## src/rtl/clk_meter_pkg.sv

```systemverilog
//------------------------------------------------------------------------------
// +--------------------------------------------------------------------------+
// | Module  : clk_meter_pkg                                                  |
// | Brief   : Shared types and default constants for the clock period meter  |
// |           and the divider configuration that produces the measured clock.|
// | Rev     : 1.0  initial release                                           |
// +--------------------------------------------------------------------------+
//------------------------------------------------------------------------------
`default_nettype none

package clk_meter_pkg;

    // Measurement FSM states
    typedef enum logic [1:0] {
        IDLE    = 2'd0,
        ACQUIRE = 2'd1,
        LOCKED  = 2'd2
    } meter_state_t;

    // Defaults matching the divide-by-590 PWM/sine clock source
    localparam int unsigned DEF_CNT_W      = 16;
    localparam int unsigned DEF_EXP_PERIOD = 590;
    localparam int unsigned DEF_TOL        = 4;
    localparam int unsigned DEF_LOCK_CNT   = 4;
    localparam int unsigned DEF_TIMEOUT    = 4096;

endpackage : clk_meter_pkg

`default_nettype wire

```

## src/rtl/sync_edge_det.sv

```systemverilog
//------------------------------------------------------------------------------
// +--------------------------------------------------------------------------+
// | Module  : sync_edge_det                                                  |
// | Brief   : Two-flop synchroniser followed by a history flop; flags a      |
// |           rising edge of an asynchronous input in the local clock domain.|
// | Rev     : 1.0  initial release                                           |
// +--------------------------------------------------------------------------+
//------------------------------------------------------------------------------
`default_nettype none

module sync_edge_det (
    input  logic clk_in,
    input  logic reset_n,
    input  logic async_in,
    output logic rise
);

    logic s1;
    logic s2;
    logic s3;

    // Metastability filter (s1, s2) plus one cycle of history (s3)
    always_ff @(posedge clk_in or negedge reset_n) begin
        if (!reset_n) begin
            s1 <= 1'b0;
            s2 <= 1'b0;
            s3 <= 1'b0;
        end else begin
            s1 <= async_in;
            s2 <= s1;
            s3 <= s2;
        end
    end

    assign rise = s2 & ~s3;

endmodule : sync_edge_det

`default_nettype wire

```

## src/rtl/clk_period_meter.sv

```systemverilog
//------------------------------------------------------------------------------
// +--------------------------------------------------------------------------+
// | Module  : clk_period_meter                                               |
// | Brief   : Measures the period of a slow asynchronous clock in clk_in     |
// |           cycles, declares lock after LOCK_CNT in-tolerance periods and  |
// |           flags frequency error and loss of signal.                      |
// |           Optional: CLK_PERIOD_METER_MINMAX_EN adds min/max period       |
// |           tracking while locked (period_min, period_max, minmax_clr).    |
// | Rev     : 1.0  initial release                                           |
// +--------------------------------------------------------------------------+
//------------------------------------------------------------------------------
`default_nettype none

module clk_period_meter
    import clk_meter_pkg::*;
#(
    parameter int unsigned CNT_W      = DEF_CNT_W,
    parameter int unsigned EXP_PERIOD = DEF_EXP_PERIOD,
    parameter int unsigned TOL        = DEF_TOL,
    parameter int unsigned LOCK_CNT   = DEF_LOCK_CNT,
    parameter int unsigned TIMEOUT    = DEF_TIMEOUT
) (
    input  logic             clk_in,
    input  logic             reset_n,
    input  logic             sig_in,
    output logic [CNT_W-1:0] period_out,
    output logic             period_valid,
    output logic             locked,
    output logic             freq_err,
    output logic             timeout
`ifdef CLK_PERIOD_METER_MINMAX_EN
    ,
    input  logic             minmax_clr,
    output logic [CNT_W-1:0] period_min,
    output logic [CNT_W-1:0] period_max
`endif
);

    localparam int unsigned GOOD_W = $clog2(LOCK_CNT + 1);

    localparam logic [CNT_W-1:0]  EXP_C        = CNT_W'(EXP_PERIOD);
    localparam logic [CNT_W-1:0]  TOL_C        = CNT_W'(TOL);
    localparam logic [CNT_W-1:0]  TIMEOUT_LAST = CNT_W'(TIMEOUT - 1);
    localparam logic [GOOD_W-1:0] LOCK_C       = GOOD_W'(LOCK_CNT);

    meter_state_t      state;
    logic [CNT_W-1:0]  cnt;
    logic [GOOD_W-1:0] good_cnt;

    logic              rise;
    logic [CNT_W-1:0]  meas;
    logic [CNT_W-1:0]  diff;
    logic              in_tol;
    logic [GOOD_W-1:0] next_good;

    sync_edge_det u_sync (
        .clk_in   (clk_in),
        .reset_n  (reset_n),
        .async_in (sig_in),
        .rise     (rise)
    );

    // Period estimate and tolerance test; cnt never exceeds TIMEOUT-1 so cnt+1 fits
    always_comb begin
        meas      = cnt + 1'b1;
        diff      = (meas >= EXP_C) ? (meas - EXP_C) : (EXP_C - meas);
        in_tol    = (diff <= TOL_C);
        next_good = (good_cnt == LOCK_C) ? LOCK_C : (good_cnt + 1'b1);
    end

    // Measurement FSM with registered pulse and level outputs
    always_ff @(posedge clk_in or negedge reset_n) begin
        if (!reset_n) begin
            state        <= IDLE;
            cnt          <= '0;
            good_cnt     <= '0;
            period_out   <= '0;
            period_valid <= 1'b0;
            locked       <= 1'b0;
            freq_err     <= 1'b0;
            timeout      <= 1'b0;
        end else begin
            period_valid <= 1'b0;
            freq_err     <= 1'b0;
            timeout      <= 1'b0;
            case (state)
                IDLE: begin
                    cnt      <= '0;
                    good_cnt <= '0;
                    locked   <= 1'b0;
                    // First edge only opens the measurement window
                    if (rise) begin
                        state <= ACQUIRE;
                    end
                end
                ACQUIRE, LOCKED: begin
                    if (rise) begin
                        // A rise wins over a coincident timeout
                        cnt          <= '0;
                        period_out   <= meas;
                        period_valid <= 1'b1;
                        if (in_tol) begin
                            good_cnt <= next_good;
                            if (next_good == LOCK_C) begin
                                state  <= LOCKED;
                                locked <= 1'b1;
                            end
                        end else begin
                            freq_err <= 1'b1;
                            good_cnt <= '0;
                            state    <= ACQUIRE;
                            locked   <= 1'b0;
                        end
                    end else if (cnt == TIMEOUT_LAST) begin
                        timeout  <= 1'b1;
                        state    <= IDLE;
                        locked   <= 1'b0;
                        good_cnt <= '0;
                        cnt      <= '0;
                    end else begin
                        cnt <= cnt + 1'b1;
                    end
                end
                default: begin
                    state    <= IDLE;
                    cnt      <= '0;
                    good_cnt <= '0;
                    locked   <= 1'b0;
                end
            endcase
        end
    end

`ifdef CLK_PERIOD_METER_MINMAX_EN
    logic lock_entry;
    logic lock_update;

    // Classify the current measurement for the min/max trackers
    always_comb begin
        lock_entry  = rise && in_tol && (next_good == LOCK_C) && (state == ACQUIRE);
        lock_update = rise && in_tol && (state == LOCKED);
    end

    // Extremes of measured period while locked; clear reloads the published period
    always_ff @(posedge clk_in or negedge reset_n) begin
        if (!reset_n) begin
            period_min <= '0;
            period_max <= '0;
        end else if (minmax_clr) begin
            period_min <= period_out;
            period_max <= period_out;
        end else if (lock_entry) begin
            period_min <= meas;
            period_max <= meas;
        end else if (lock_update) begin
            if (meas < period_min) begin
                period_min <= meas;
            end
            if (meas > period_max) begin
                period_max <= meas;
            end
        end
    end
`endif

endmodule : clk_period_meter

`default_nettype wire

```

## config.mk

```make
export PLATFORM = sky130hd
export DESIGN_NAME = clk_period_meter
export DESIGN_NICKNAME = d
export VERILOG_FILES = /design/src/rtl/clk_meter_pkg.sv /design/src/rtl/sync_edge_det.sv /design/src/rtl/clk_period_meter.sv
export SDC_FILE = /design/constraint.sdc
export NUM_CORES = 1
export LEC_CHECK = 0
export CORE_MARGIN = 2
export CORE_UTILIZATION = 50
export CTS_CLUSTER_SIZE = 10
export DETAILED_ROUTE_END_ITERATION = 12
export GPL_TIMING_DRIVEN = 0
export PLACE_DENSITY = 0.73
export RECOVER_POWER = 50
export SLEW_MARGIN = 40
export SYNTH_ARGS = -nofsm -noshare
export SYNTH_HDL_FRONTEND = slang
export SYNTH_SLANG_ARGS = --single-unit
```

## constraint.sdc

```tcl
create_clock -name clk_in -period 3.2 [get_ports clk_in]
set_input_delay 0.32 -clock clk_in [delete_from_list [all_inputs] [get_ports clk_in]]
set_output_delay 0.32 -clock clk_in [all_outputs]
set_load 0.01 [all_outputs]
```

* Word level (Yosys, flattened, before mapping)
Index checks and enable logic that the tools add are counted.
** Cells by class
- $add $sub $neg :: 4
- Multipliers :: 0
- Bitwise operators :: 2
- Eq/ne operators :: 8
- Shifts and indexed selects :: 0
- Order comparisons :: 2
- Div/mod/pow operators :: 0
- Reduce and logical (&&, ||, !) cells :: 5
- Mux-type cells :: 28
** Operator list (number)
- $mux 16 :: 4
- $add 16x1->16 const B :: 1
- $eq 16x12->1 const B :: 1
- $ge 16x10->1 const B :: 1
- $le 16x3->1 const B :: 1
- $sub 10x16->16 const A :: 1
- $sub 16x10->16 const B :: 1
- $mux 3 :: 5
- $mux 1 :: 13
- $mux 2 :: 5
- $eq 3x3->1 const B :: 2
- $ne 4x4->1 const B :: 1
- $pmux 2 s2 :: 1
- $reduce_and 2->1 :: 2
- $add 3x1->3 const B :: 1
- $ne 3x3->1 const B :: 1
- $reduce_and 3->1 :: 1
- $eq 2x1->1 const B :: 1
- $eq 2x2->1 const B :: 1
- $logic_not 2->1 :: 1
- $ne 2x2->1 const B :: 1
- $reduce_or 2->1 :: 1
- $and 1x1->1 :: 1
- $not 1->1 :: 1
** Word-level totals
- Bits in writable memories :: 0
- Register bits :: 44
- Memories :: 0
- Bits in latches :: 0
- Input bits :: 3
- ROM bits :: 0
- Word-level logic and storage cells :: 60

* Longest topological paths before layout
- Depth after elaboration :: 7
- Mapped depth :: 15
- Gate-level depth less buffers :: 13

* Cells and area by module
A second synthesis with hierarchy kept.
** Unflattened totals
- Cell total of the unflattened synthesis :: 271
- Area total of the unflattened synthesis :: 2622.5 µm²
** Modules (own cells, without submodules)
- clk_period_meter :: times used 1, sequential area each 1026.0 µm², cells each 267, area each 2533.7 µm²
- sync_edge_det :: times used 1, sequential area each 75.1 µm², cells each 4, area each 88.8 µm²

* Worst setup path after synthesis
No wires, ideal clock.
- Kind :: register to register
- From :: reg cnt[0]
- To :: reg state[0]
- Stages on the path, launching flop included :: 13
- Required time :: 3.121 ns
- Slack :: -0.001 ns
- Arrival time :: 3.122 ns
- Path buffers :: 1
- Clock period less this slack :: 3.201 ns
- Library setup time :: 0.079 ns
- Cell sequence :: dfrtp_1 > ha_1 > xnor2_1 > inv_1 > ha_1 > clkbuf_1 > or4_1 > or4_1 > a21boi_1 > o221ai_1 > a21o_1 > o21ai_2 > mux2i_1
** On the way
- Longest elaborated chain between the ends :: 7
- Elaborated cells on any way between the ends :: 13
- Classes of those cells :: 3 x add/sub; 2 x order compare; 3 x eq/ne; 4 x mux; 1 x reduce/logical
** RTL lines
- start: declaration :: line clk_period_meter.sv:47 : logic [CNT_W-1:0] cnt;
- start signal: assignment :: line clk_period_meter.sv:121 : cnt <= cnt + 1'b1;
- $add 16x1->16 (*) :: line clk_period_meter.sv:65 : meas = cnt + 1'b1;
- via meas[2] :: line clk_period_meter.sv:51 : logic [CNT_W-1:0] meas;
- $sub 10x16->16 (tied with other cells) :: line clk_period_meter.sv:66 : diff = (meas >= EXP_C) ? (meas - EXP_C) : (EXP_C - meas);
- $mux 16 (*) :: line clk_period_meter.sv:66
- $le 16x3->1 (*) :: line clk_period_meter.sv:67 : in_tol = (diff <= TOL_C);
- $mux 2 :: line clk_period_meter.sv:102 : if (in_tol) begin
- $mux 2 :: line clk_period_meter.sv:97 : if (rise) begin
- $pmux 2 s2 :: line clk_period_meter.sv:86 : case (state)
- end signal: assignment :: line clk_period_meter.sv:74 : state <= IDLE;
- end signal: assignment :: line clk_period_meter.sv:93 : state <= ACQUIRE;
- end signal: assignment :: line clk_period_meter.sv:105 : state <= LOCKED;
- end: declaration :: line clk_period_meter.sv:46 : meter_state_t state;
The timed path passes the listed nets; every way through them passes the cells marked *.
A chain may end at the register's enable or synchronous reset.

* Worst setup path after layout
- From :: reg cnt[1]
- To :: reg good_cnt[1]
** On the way
- Longest elaborated chain between the ends :: 7
- Elaborated cells on any way between the ends :: 11
- Classes of those cells :: 3 x add/sub; 2 x order compare; 2 x eq/ne; 4 x mux
** RTL lines
- $add 16x1->16 :: line clk_period_meter.sv:65
- $sub 10x16->16 (tied with other cells) :: line clk_period_meter.sv:66
- $mux 16 :: line clk_period_meter.sv:66
- $le 16x3->1 :: line clk_period_meter.sv:67
- $mux 3 :: line clk_period_meter.sv:102
- $mux 3 :: line clk_period_meter.sv:97
- $mux 3 :: line clk_period_meter.sv:86
- end signal: assignment :: line clk_period_meter.sv:103 : good_cnt <= next_good;
- end: declaration :: line clk_period_meter.sv:48 : logic [GOOD_W-1:0] good_cnt;
Several ways; a longest one is shown, not always the timed one.

==> metrics.txt <==
outcome complete, but fails checks; failing checks max-capacitance violations, max-slew violations; Setup Viol. Count Final 0; FFs w/ async S/R, synth 100%; Root Buffer Master sky130_fd_sc_hd__clkbuf_8; remaining max-slew budget at the tightest pin -50.7%; via count between 2000 and 2500; number of enable flip-flop cells after synthesis 0; number of inserted filler cells in the final layout slightly above 400; maximum clock path buffer count 2; number of distinct library cell variants in the gate-level netlist after synthesis 53; endpoint of the worst-slack reg-to-reg timing path good_cnt[1]$_DFFE_PN0P_; static leakage about 1.4 nW; horizontal die dimension between 70 and 80 um; post-synth design cell area between 2000 and 3000 um^2; reported max-cap violation count 1; number of hold-slack violations in the final timing report 0; Pre-Repair DR Iteration Count 5; PortBufs 22; capturing element type of the critical path flop; number of global-route vias before repair 2221; violation count after the first detailed-routing iteration between 150 and 200; clock slew seen by the registers of the worst setup and hold paths 0.09 ns; Congestion Overflow GR 0; final critical path time including I/O delays and setup 3.13 ns; number of synthesized register bits 44; setup TNS after final layout 0 ns; timing endpoint of the critical path good_cnt[1]$_DFFE_PN0P_; data required time at the worst endpoint between 3 and 4 ns; clock insertion delay at the later pin of the skew report a little over 0.3 ns; count of pins on the block boundary 23; CTS tree built; origin of the worst setup path cnt[1]$_DFF_PN0_; Max Clock Skew between 0.005 and 0.006 ns; fin. max-slew vios 45; mean number of vias per cell ~5.9; Post-Place Cells approximately 390; maximum number of pins on one net before global-route repair 45; WL final between 6000 and 7000 um; Final HPWL DP 4390 um; Power per Cell Area about 480 nW/um^2; signal arrival time at the worst endpoint roughly 3.4 ns; wire length of the first global-routing pass roughly 10000 um; Hold/Removal Path Class reg -> reg; count of synthesis-stage warnings from yosys 0; critical setup path kind reg -> reg; transition time at the pin with the least slew margin between 2 and 2.5 ns; Primary FF master, synth sky130_fd_sc_hd__dfrtp_1; portion of the clock cycle consumed by the worst path in the final layout 97.7%; share of layout cells above drive strength 1 20.7%; remaining antenna violation count after routing 0; H-tree lvl count 2; antenna diode instance count 0; Reg2Reg Depth 12; worst reg2reg startpoint cnt[1]$_DFF_PN0_; total core area 5070 um^2; internal reg-to-reg setup slack roughly 0.072 ns; DRC Markers 0; clk sinks 44; Layout Area Growth over Synthesis 27.5%; maximum fanout encountered on the critical timing path 10; final net count 350; routability cong. between 0.8 and 0.9; crit path launch type flop; maximum operating frequency ~320 MHz; die area approximately 6000 um^2; total nets after synthesis between 300 and 400; area of all placed cells without fillers 3340 um^2; syn_area_per_cell 8.95 um^2; vertical die dimension 76.4 um; initial core utilization about half; initial antenna violation count 0; instance count of the mapped netlist between 200 and 300; post-detailed-placement cell area 2940 um^2; share of synthesized area occupied by flip-flops and latches 42.0%; Post-Layout Cell Count 408; number of buffers inserted during clock tree synthesis 5; post-DR wirelength/cell about 17 um; maximum resistive drop on vdd approximately 0.31 mV; total global routing track utilization around 22%; Site Rows 26
final cells by class:
| type | instances | area, um^2 | area share, % |
|---|---|---|---|
| Buffer | 15 | 88.8 | 2.66 |
| Clock buffer | 5 | 68.8 | 2.06 |
| Clock inverter | 3 | 46.3 | 1.38 |
| Inverter | 14 | 55.1 | 1.65 |
| Multi-Input combinational cell | 219 | 1550 | 46.5 |
| Sequential cell | 44 | 1100 | 33.0 |
| Tap cell | 70 | 87.6 | 2.62 |
| Timing Repair Buffer | 38 | 338 | 10.1 |
worst min path at each step:
stage / cells after the start / end / startpoint
CTS: 1 / period_out[0]$_DFFE_PN0P_ / reset_n
floorplan: 0 / cnt[0]$_DFF_PN0_ / reset_n
global placement: 0 / u_sync.s2$_DFF_PN0_ / u_sync.s1$_DFF_PN0_
global route: 0 / u_sync.s2$_DFF_PN0_ / u_sync.s1$_DFF_PN0_
detailed placement: 1 / cnt[0]$_DFF_PN0_ / reset_n
finish: 0 / u_sync.s2$_DFF_PN0_ / u_sync.s1$_DFF_PN0_
repair_timing:
action | 4_1_cts | 5_1_grt
setup endpoints to repair | 7 | 6
buffers inserted | 6 | 10
hold buffers | 0 | 0
resized for setup | 20 | 22
hold endpoints to repair | 0 | 0
pin swaps | 4 | 8
cells in the final DEF (no fill, tap or decap), types with 3 or more instances in the layout:
cell	synthesis	layout
sky130_fd_sc_hd__ha_1	10	5
sky130_fd_sc_hd__buf_6	2	4
sky130_fd_sc_hd__buf_4	2	17
sky130_fd_sc_hd__dlygate4sd3_1	0	6
sky130_fd_sc_hd__or2_2	3	3
sky130_fd_sc_hd__o21ai_0	25	24
sky130_fd_sc_hd__o211ai_1	3	3
sky130_fd_sc_hd__clkbuf_8	0	5
sky130_fd_sc_hd__nand3_1	8	8
sky130_fd_sc_hd__dfrtp_1	44	41
sky130_fd_sc_hd__o22ai_1	4	3
sky130_fd_sc_hd__a21oi_1	14	14
sky130_fd_sc_hd__nor2_1	29	29
sky130_fd_sc_hd__dfrtp_2	0	3
sky130_fd_sc_hd__and4_1	4	3
sky130_fd_sc_hd__clkbuf_1	9	9
sky130_fd_sc_hd__nand2_1	31	31
sky130_fd_sc_hd__nor3_1	8	7
sky130_fd_sc_hd__and3_1	6	6
sky130_fd_sc_hd__nand4_1	7	7
sky130_fd_sc_hd__clkdlybuf4s50_1	0	15
sky130_fd_sc_hd__a21boi_0	4	3
sky130_fd_sc_hd__xnor2_1	14	12
sky130_fd_sc_hd__inv_1	14	11
sky130_fd_sc_hd__ha_4	0	4
worst max-delay path: stages (launching register included):
cell,delay (ns)
sky130_fd_sc_hd__dfrtp_2,0.46
sky130_fd_sc_hd__ha_4,0.21
sky130_fd_sc_hd__and4_2,0.28
sky130_fd_sc_hd__buf_4,0.20
sky130_fd_sc_hd__nand4_1,0.20
sky130_fd_sc_hd__xor2_2,0.29
sky130_fd_sc_hd__and4b_1,0.28
sky130_fd_sc_hd__o21ai_1,0.09
sky130_fd_sc_hd__a2111o_1,0.44
sky130_fd_sc_hd__a21o_4,0.24
sky130_fd_sc_hd__buf_4,0.13
sky130_fd_sc_hd__a21oi_1,0.10
sky130_fd_sc_hd__a2bb2o_1,0.15
per-stage QoR:
step / worst slack [ns] / hold WS (ns) / total power, W / util, %
after floorplan: 0.0535 / 0.0244 / 0.000857 / -
after global placement: -0.417 / 0.334 / 0.000979 / 57.9
after detailed placement: -0.470 / 0.346 / 0.000984 / 57.8
after CTS: 0.00668 / 0.0164 / 0.00148 / 62.7
after global routing: -0.0436 / 0.377 / 0.00170 / 65.9
final: 0.0722 / 0.371 / 0.00162 / 65.9
logic make-up (layout without fill, tap and decap cells):
kind of cell               Yosys count  in the layout  share of synthesized area [%]
xor gates and xnor gates            17             17                           5.68
buffers and inverters               30             75                           5.30
DFF                                 44             44                           42.0
and+or+nand+nor                    114            114                           22.9
adders and majority gates           10             10                           4.77
AOI/OAI and AO/OA                   76             76                           18.6
muxes                                2              2                          0.763
synthesized netlist by cell type (2+ instances only):
cell type,n,share of area [%]
sky130_fd_sc_hd__a2111oi_0,3,1.0
sky130_fd_sc_hd__a211oi_1,2,0.57
sky130_fd_sc_hd__a21boi_0,4,1.1
sky130_fd_sc_hd__a21boi_1,2,0.57
sky130_fd_sc_hd__a21oi_1,14,2.7
sky130_fd_sc_hd__a31oi_1,3,0.72
sky130_fd_sc_hd__and2_1,2,0.48
sky130_fd_sc_hd__and3_1,6,1.4
sky130_fd_sc_hd__and4_1,4,1.3
sky130_fd_sc_hd__buf_2,3,0.57
sky130_fd_sc_hd__buf_4,2,0.57
sky130_fd_sc_hd__buf_6,2,0.86
sky130_fd_sc_hd__clkbuf_1,9,1.3
sky130_fd_sc_hd__dfrtp_1,44,42
sky130_fd_sc_hd__ha_1,10,4.8
sky130_fd_sc_hd__inv_1,14,2.0
sky130_fd_sc_hd__mux2i_1,2,0.76
sky130_fd_sc_hd__nand2_1,31,4.4
sky130_fd_sc_hd__nand2b_1,2,0.48
sky130_fd_sc_hd__nand3_1,8,1.5
sky130_fd_sc_hd__nand4_1,7,1.7
sky130_fd_sc_hd__nand4_2,2,0.95
sky130_fd_sc_hd__nor2_1,29,4.2
sky130_fd_sc_hd__nor3_1,8,1.5
sky130_fd_sc_hd__nor4_1,2,0.48
sky130_fd_sc_hd__o211ai_1,3,0.86
sky130_fd_sc_hd__o21ai_0,25,4.8
sky130_fd_sc_hd__o21bai_1,2,0.57
sky130_fd_sc_hd__o221ai_1,2,0.67
sky130_fd_sc_hd__o22ai_1,4,0.95
sky130_fd_sc_hd__or2_2,3,0.72
sky130_fd_sc_hd__or4_1,3,0.86
sky130_fd_sc_hd__xnor2_1,14,4.7
sky130_fd_sc_hd__xor2_1,3,1.0
registers in the layout, summed over array words and instances, names as in the netlist:
register	count
u_sync.s1	1
u_sync.s3	1
state	2
locked	1
freq_err	1
u_sync.s2	1
timeout	1
cnt	16
good_cnt	3
period_out	16
period_valid	1
layer usage:
layer | up-vias | GRT usage [%] | routed length (um)
met4 | 0 | 10.4 | 250
met1 | 1148 | 29.6 | 2890
met3 | 23 | 4.74 | 501
li1 | 1136 | - | -
met2 | 110 | 35.4 | 3210
met5 | - | 0 | 0
power breakdown:
part | internal, W | total, W | leakage, nW | switching (W)
clock network | 0.000235 | 0.000444 | 0.0548 | 0.000209
logic | 0.000245 | 0.000542 | 0.728 | 0.000297
registers | 0.000599 | 0.000636 | 0.595 | 0.0000368
total | 0.00108 | 0.00162 | 1.38 | 0.000542
Power figures use the tool's default switching activity.
